[config.mk]
export PLATFORM = sky130hd
export DESIGN_NAME = ov5640_init_seq
export DESIGN_NICKNAME = d
export VERILOG_FILES = /design/src/rtl/ov5640_pkg.sv /design/src/rtl/ov5640_delay_cnt.sv /design/src/rtl/ov5640_init_seq.sv
export SDC_FILE = /design/constraint.sdc
export NUM_CORES = 1
export LEC_CHECK = 0
export BUFFER_PORTS_ARGS = -buffer_cell sky130_fd_sc_hd__buf_2
export CORE_MARGIN = 1
export CORE_UTILIZATION = 30
export DETAILED_ROUTE_END_ITERATION = 16
export SYNTH_ARGS = -nofsm -noshare
export SYNTH_HDL_FRONTEND = slang
export SYNTH_SLANG_ARGS = --single-unit
[constraint.sdc]
create_clock -name clk -period 3 [get_ports clk]
set_input_delay 0.75 -clock clk [delete_from_list [all_inputs] [get_ports clk]]
set_output_delay 0.75 -clock clk [all_outputs]
set_load 0.03 [all_outputs]
[src/rtl/ov5640_pkg.sv]
// ov5640_pkg: shared state encodings, SCCB soft-reset constants and ROM entry field positions for the OV5640 init sequencer.
package ov5640_pkg;
  typedef logic [3:0] state_t;
  localparam state_t ST_PWRUP      = 4'd0;
  localparam state_t ST_FETCH      = 4'd1;
  localparam state_t ST_WAIT_ROM   = 4'd2;
  localparam state_t ST_ISSUE      = 4'd3;
  localparam state_t ST_WAIT_DONE  = 4'd4;
  localparam state_t ST_SWRST_WAIT = 4'd5;
  localparam state_t ST_NEXT       = 4'd6;
  localparam state_t ST_DONE       = 4'd7;
  localparam state_t ST_ERROR      = 4'd8;
  localparam state_t ST_RD_ISSUE   = 4'd9;
  localparam state_t ST_RD_WAIT    = 4'd10;
  localparam logic [15:0] SCCB_SWRST_REG = 16'h3008;
  localparam int SWRST_BIT    = 7;
  localparam int REG_ADDR_MSB = 23;
  localparam int REG_ADDR_LSB = 8;
  localparam int REG_DATA_MSB = 7;
  function automatic logic is_swrst(input logic [15:0] a, input logic [7:0] d);
    return a == SCCB_SWRST_REG && d[SWRST_BIT];
  endfunction
endpackage

[src/rtl/ov5640_delay_cnt.sv]
// ov5640_delay_cnt: loadable 32-bit down-counter; done is high during the last counted cycle (or when idle at zero).
// Ports: clk, reset (sync, active-high, reloads RESET_VAL), load/load_val (restart count), done.
module ov5640_delay_cnt #(
  parameter logic [31:0] RESET_VAL = '0
) (
  input  logic        clk,
  input  logic        reset,
  input  logic        load,
  input  logic [31:0] load_val,
  output logic        done
);
  logic [31:0] cnt;
  always_ff @(posedge clk)
    if (reset) cnt <= RESET_VAL;
    else if (load) cnt <= load_val;
    else if (cnt != '0) cnt <= cnt - 32'd1;
  assign done = cnt <= 32'd1;
endmodule

[src/rtl/ov5640_init_seq.sv]
// ov5640_init_seq: walks the OV5640 register-init ROM and issues one SCCB write per entry, with power-up and soft-reset waits and NACK retries.
// Ports: clk, reset (sync, active-high), re_init (restart from DONE/ERROR), rom_addr/rom_q (registered ROM, 1-cycle latency),
//        wr_req/wr_addr/wr_data/wr_done/wr_ack_err (SCCB master handshake), busy, init_done, init_err, err_index.
// Optional: OV5640_INIT_READBACK_EN adds rd_req/rd_done/rd_data read-back verification with init_mismatch/mismatch_cnt.
module ov5640_init_seq import ov5640_pkg::*; #(
  parameter int unsigned ADDR_WIDTH     = 8,
  parameter int unsigned REG_NUM        = 250,
  parameter int unsigned POWERUP_CYCLES = 1000000,
  parameter int unsigned SWRESET_CYCLES = 250000,
  parameter int unsigned MAX_RETRY      = 3
) (
  input  logic                  clk,
  input  logic                  reset,
  input  logic                  re_init,
  output logic [ADDR_WIDTH-1:0] rom_addr,
  input  logic [23:0]           rom_q,
  output logic                  wr_req,
  output logic [15:0]           wr_addr,
  output logic [7:0]            wr_data,
  input  logic                  wr_done,
  input  logic                  wr_ack_err,
  output logic                  busy,
  output logic                  init_done,
  output logic                  init_err,
  output logic [ADDR_WIDTH-1:0] err_index
`ifdef OV5640_INIT_READBACK_EN
  ,
  output logic                  rd_req,
  input  logic                  rd_done,
  input  logic [7:0]            rd_data,
  output logic                  init_mismatch,
  output logic [7:0]            mismatch_cnt
`endif
);
  localparam int RW = $clog2(MAX_RETRY + 1);
`ifdef OV5640_INIT_READBACK_EN
  localparam bit RB = 1'b1;
`else
  localparam bit RB = 1'b0;
`endif
  state_t state, nxt;
  logic [ADDR_WIDTH-1:0] idx;
  logic [RW-1:0] retry_cnt;
  logic dly_done, dly_load, last, retry_out;
  logic [31:0] dly_val;
  assign rom_addr  = idx;
  assign wr_req    = state == ST_ISSUE;
  assign busy      = !(state == ST_DONE || state == ST_ERROR);
  assign last      = idx == ADDR_WIDTH'(REG_NUM - 1);
  assign retry_out = retry_cnt == RW'(MAX_RETRY);
  // Reload the shared counter on every entry into a delay state; reset itself preloads the power-up count.
  assign dly_load  = (nxt == ST_SWRST_WAIT && state != ST_SWRST_WAIT) || (nxt == ST_PWRUP && state != ST_PWRUP);
  assign dly_val   = nxt == ST_SWRST_WAIT ? 32'(SWRESET_CYCLES) : 32'(POWERUP_CYCLES);
  ov5640_delay_cnt #(.RESET_VAL(32'(POWERUP_CYCLES))) u_dly (
    .clk      (clk),
    .reset    (reset),
    .load     (dly_load),
    .load_val (dly_val),
    .done     (dly_done)
  );
  always_comb begin
    nxt = state;
    case (state)
      ST_PWRUP:      nxt = dly_done ? ST_FETCH : ST_PWRUP;
      ST_FETCH:      nxt = ST_WAIT_ROM;
      ST_WAIT_ROM:   nxt = ST_ISSUE;
      ST_ISSUE:      nxt = ST_WAIT_DONE;
      ST_WAIT_DONE:  nxt = !wr_done ? ST_WAIT_DONE :
                           wr_ack_err ? (retry_out ? ST_ERROR : ST_ISSUE) :
                           is_swrst(wr_addr, wr_data) ? ST_SWRST_WAIT :
                           (RB && wr_addr != SCCB_SWRST_REG) ? ST_RD_ISSUE : ST_NEXT;
      ST_SWRST_WAIT: nxt = dly_done ? ST_NEXT : ST_SWRST_WAIT;
      ST_NEXT:       nxt = last ? ST_DONE : ST_FETCH;
      ST_DONE,
      ST_ERROR:      nxt = re_init ? ST_PWRUP : state;
`ifdef OV5640_INIT_READBACK_EN
      ST_RD_ISSUE:   nxt = ST_RD_WAIT;
      ST_RD_WAIT:    nxt = rd_done ? ST_NEXT : ST_RD_WAIT;
`endif
      default:       nxt = ST_PWRUP;
    endcase
  end
  always_ff @(posedge clk) begin
    if (reset) begin
      state     <= ST_PWRUP;
      idx       <= '0;
      retry_cnt <= '0;
      wr_addr   <= '0;
      wr_data   <= '0;
      init_done <= 1'b0;
      init_err  <= 1'b0;
      err_index <= '0;
    end else begin
      state <= nxt;
      if (state == ST_WAIT_ROM) begin
        wr_addr <= rom_q[REG_ADDR_MSB:REG_ADDR_LSB];
        wr_data <= rom_q[REG_DATA_MSB:0];
      end
      if (state == ST_WAIT_DONE && wr_done) begin
        if (!wr_ack_err) retry_cnt <= '0;
        else if (!retry_out) retry_cnt <= retry_cnt + RW'(1);
        else begin
          init_err  <= 1'b1;
          err_index <= idx;
        end
      end
      if (state == ST_NEXT) begin
        if (last) init_done <= 1'b1;
        else idx <= idx + ADDR_WIDTH'(1);
      end
      if ((state == ST_DONE || state == ST_ERROR) && re_init) begin
        idx       <= '0;
        retry_cnt <= '0;
        init_done <= 1'b0;
        init_err  <= 1'b0;
        err_index <= '0;
      end
    end
  end
`ifdef OV5640_INIT_READBACK_EN
  assign rd_req = state == ST_RD_ISSUE;
  always_ff @(posedge clk)
    if (reset) begin
      init_mismatch <= 1'b0;
      mismatch_cnt  <= '0;
    end else if (state == ST_RD_WAIT && rd_done && rd_data != wr_data) begin
      init_mismatch <= 1'b1;
      mismatch_cnt  <= mismatch_cnt + {7'd0, mismatch_cnt != 8'hff};
    end
`endif
endmodule

==> run_results.csv <==
group,metric,value,unit
outcome,outcome,"finished, final reports clean",
yosys,synth-async-reset-ratio,0,%
power,power_frac_comb,7.5,%
critical_path,cp-start-kind,"flop",
global_route,grt_start_max_net_pins,26,
hold_path,hold_end,"init_err",
placement,place.gp.congestion,0.837,
timing,max_slew_margin,45.3,%
routing,finalWirelength,9350,µm
global_route,antenna_found_initial,0,
routing,drcViolationCount,0,
yosys,synth_warnings,0,
critical_path,reg2reg_to,"u_dly.cnt[13]",
critical_path,ff2ff_path_depth,8,
timing,slew_violations,0,
power,p_leak,2.00,nW
cells_and_area,post-route-util,40.7,%
yosys,avgSynthCellArea,8.23,µm²
critical_path,cp-end-kind,"flop",
power,switching_share,22.5,%
clock_network,clk_pin_slew_worst_paths,0.06,ns
hold_path,hold_path_depth,2,
power,finalPower,2.48,mW
power,power_frac_seq,44.6,%
critical_path,crit_fanout,11,
global_route,grtUsageTotal,15.0,%
hold_path,hp-start,"init_err",
timing,rsz0062_at_grt,"yes",
yosys,ys_ff_latch,80,
power,p_switching,0.556,mW
critical_path,rrSetupSlack,0.04,ns
floorplan,dieHeight,113,µm
yosys,synthCells,447,
clock_network,clock_latency,0.34,ns
power,internal-power,1.92,mW
clock_network,cts_buffers,9,
flow_run,drv_cap,0,
timing,hold_violations,0,
timing,fmax,0.338,GHz
routing,vias,3579,
yosys,syn_area,3680,µm²
critical_path,r2r_start,"u_dly.cnt[19]",
global_route,grt_pass1_wl,15600,µm
critical_path,cp.required,3.27,ns
timing,setup_viol,0,
critical_path,arrival,3.23,ns
global_route,grt_pass1_vias,3381,
routing,antenna_left,0,
timing,period_share,98.7,%
placement,io_buffers,72,
yosys,seq_area_frac_synth,43.5,%
hold_path,hold_class,"flop to flop",
clock_network,cts.sinks,80,
cells_and_area,design_area,4870,µm²
routing,wl_per_cell,13.4,µm
placement,placement.cell_area,4430,µm²
floorplan,die_width,113,µm
critical_path,path_class,"flop to flop",
power,pwr-share-clk,48.0,%
placement,hpwl,6690,µm
cells_and_area,final_cells,698,
floorplan,io_pins,73,
clock_network,clockRootBuffer,"clkbuf_16",
power,peakVddDrop,0.000336,V
timing,whs,0.451,ns
yosys,syn_nets,481,
routing,via_per_inst,5.13,
timing,fin_crit,2.96,ns
clock_network,cts_tree,"done",
placement,dpl.cell_count,679,
clock_network,cts_hold_buf,0,
placement,preCtsSetupSlack,-0.0762,ns
routing,drtIter0Drc,173,
clock_network,htree_levels,3,
cells_and_area,syn2layout_area_growth,32.3,%
yosys,ys_dominant_reg_cell,"dfxtp_1",
timing,fin_tns_setup,0,ns
timing,final.setup_skew,0.00805,ns
timing,postLayoutSetupSlackWorst,0.0400,ns
floorplan,start_util,30.8,%
cells_and_area,n_antenna_cell,0,
floorplan,die-area,12700,µm²
yosys,synth_cell_types,52,
cells_and_area,layout-drive-gt1-share,27.4,%
floorplan,core_area,12000,µm²
global_route,grt.overflow.total,0,
timing,worstMarginPinSlew,0.820,ns
routing,drtPass1Iterations,4,
yosys,synth_edf_count,0,
floorplan,rows,40,
power,power_density,509,nW/µm²
clock_network,clockBufferDepth,2,
cells_and_area,nNetsFinal,580,
## worst max-delay path, cell delays in order (launching register included)
cell     delay (ns)
dfxtp_2        0.32
or4_4          0.56
nor4_4         0.32
nand4_2        0.17
mux2_4         0.34
o31a_4         0.40
buf_12         0.15
or4b_4         0.51
a21oi_2        0.13
## per-layer routing
metal | GRT usage, % | wire [µm] | vias up
met2 | 23.8 | 4370 | 79
met5 | 0 | 0 | -
met3 | 3.96 | 375 | 18
met4 | 5.60 | 188 | 0
met1 | 19.6 | 4420 | 1685
li1 | - | - | 1797
## what timing repair did
action	in CTS	in global routing
cloned	0	1
gates resized for setup	2	15
setup endpoints to repair	5	5
pin swaps	1	9
setup buffers	0	2
## synthesized netlist by cell type (2+ instances only)
cell type	instances	area share, %
o21bai_1	2	0.41
xor2_1	6	1.4
a211oi_1	3	0.61
buf_1	3	0.31
nand3b_1	6	1.2
nor3b_1	2	0.41
nor4_1	10	1.7
or4_4	2	0.61
nor2b_1	2	0.34
o21ai_1	12	1.6
nand4_1	7	1.2
or4b_1	2	0.54
a21oi_1	52	7.1
nand2_1	66	6.7
clkbuf_1	16	1.6
o41ai_1	2	0.48
o21ai_0	5	0.68
mux2i_1	8	2.2
or4_1	10	2.0
nand3_1	6	0.82
or3_1	26	4.4
nor2_1	36	3.7
nor4_2	2	0.68
a31oi_1	2	0.34
nor3_1	16	2.2
inv_1	11	1.1
buf_2	4	0.54
o31ai_1	8	1.6
nand2b_1	5	0.85
dfxtp_1	80	44
ha_1	5	1.7
xnor2_1	7	1.7
and3_1	3	0.51
o31a_1	2	0.48
## placed cells by master, fill, tap and decap left out, types with 8 or more instances in the layout
cell type,netlist,layout
nor3_1,16,15
clkbuf_16,0,10
nand2_1,66,66
nor4_1,10,8
or3_1,26,26
buf_4,0,37
nor2_1,36,36
mux2i_1,8,8
buf_2,4,72
o21ai_1,12,12
inv_1,11,11
o31ai_1,8,8
a21oi_1,52,47
dfxtp_1,80,79
## logic make-up after synthesis
logic type	count (synthesis)	share of synthesized area, %
multiplexers	9	2.59
AO/OA/AOI/OAI	95	14.9
adder cells (fa/ha/maj)	5	1.70
XOR/XNOR	13	3.10
AND/OR/NAND/NOR	210	30.3
buffers and inverters	35	3.91
flip-flops	80	43.5
## layout make-up
class                           count  area (µm²)
Sequential cell                    80        1600
Fill cell                        1169        7090
Multi-Input combinational cell    332        2010
Timing Repair Buffer              112         703
Tap cell                          147         184
Clock inverter                      5        80.1
Clock buffer                       11         243
Inverter                           11        41.3
## how the worst max path moves through the flow
| stage | startpoint | to | cells past startpoint |
|---|---|---|---|
| floorplan | u_dly.cnt[20] | u_dly.cnt[14] | 8 |
| global placement | u_dly.cnt[26] | u_dly.cnt[10] | 8 |
| detailed placement | u_dly.cnt[26] | u_dly.cnt[10] | 8 |
| CTS | u_dly.cnt[26] | u_dly.cnt[13] | 8 |
| global route | u_dly.cnt[19] | u_dly.cnt[5] | 8 |
| finish | u_dly.cnt[19] | u_dly.cnt[13] | 8 |
## state kept, by name (all words and copies together), names as in the netlist
name       flops
init_done      1
init_err       1
wr_data        8
wr_addr       16
rom_addr       8
retry_cnt      2
u_dly.cnt     32
state          4
err_index      8
## power groups by stage
stage | Combinational [mW] | Clock [mW] | Sequential (mW)
6_report | 0.185 | 1.19 | 1.10
2_1_floorplan | 0.104 | 0 | 1.13
3_5_place_dp | 0.173 | 0 | 1.13
4_1_cts | 0.177 | 1.21 | 1.10
3_3_place_gp | 0.170 | 0 | 1.12
5_1_grt | 0.207 | 1.26 | 1.11
No activity file was read; power rests on OpenSTA's default activity.
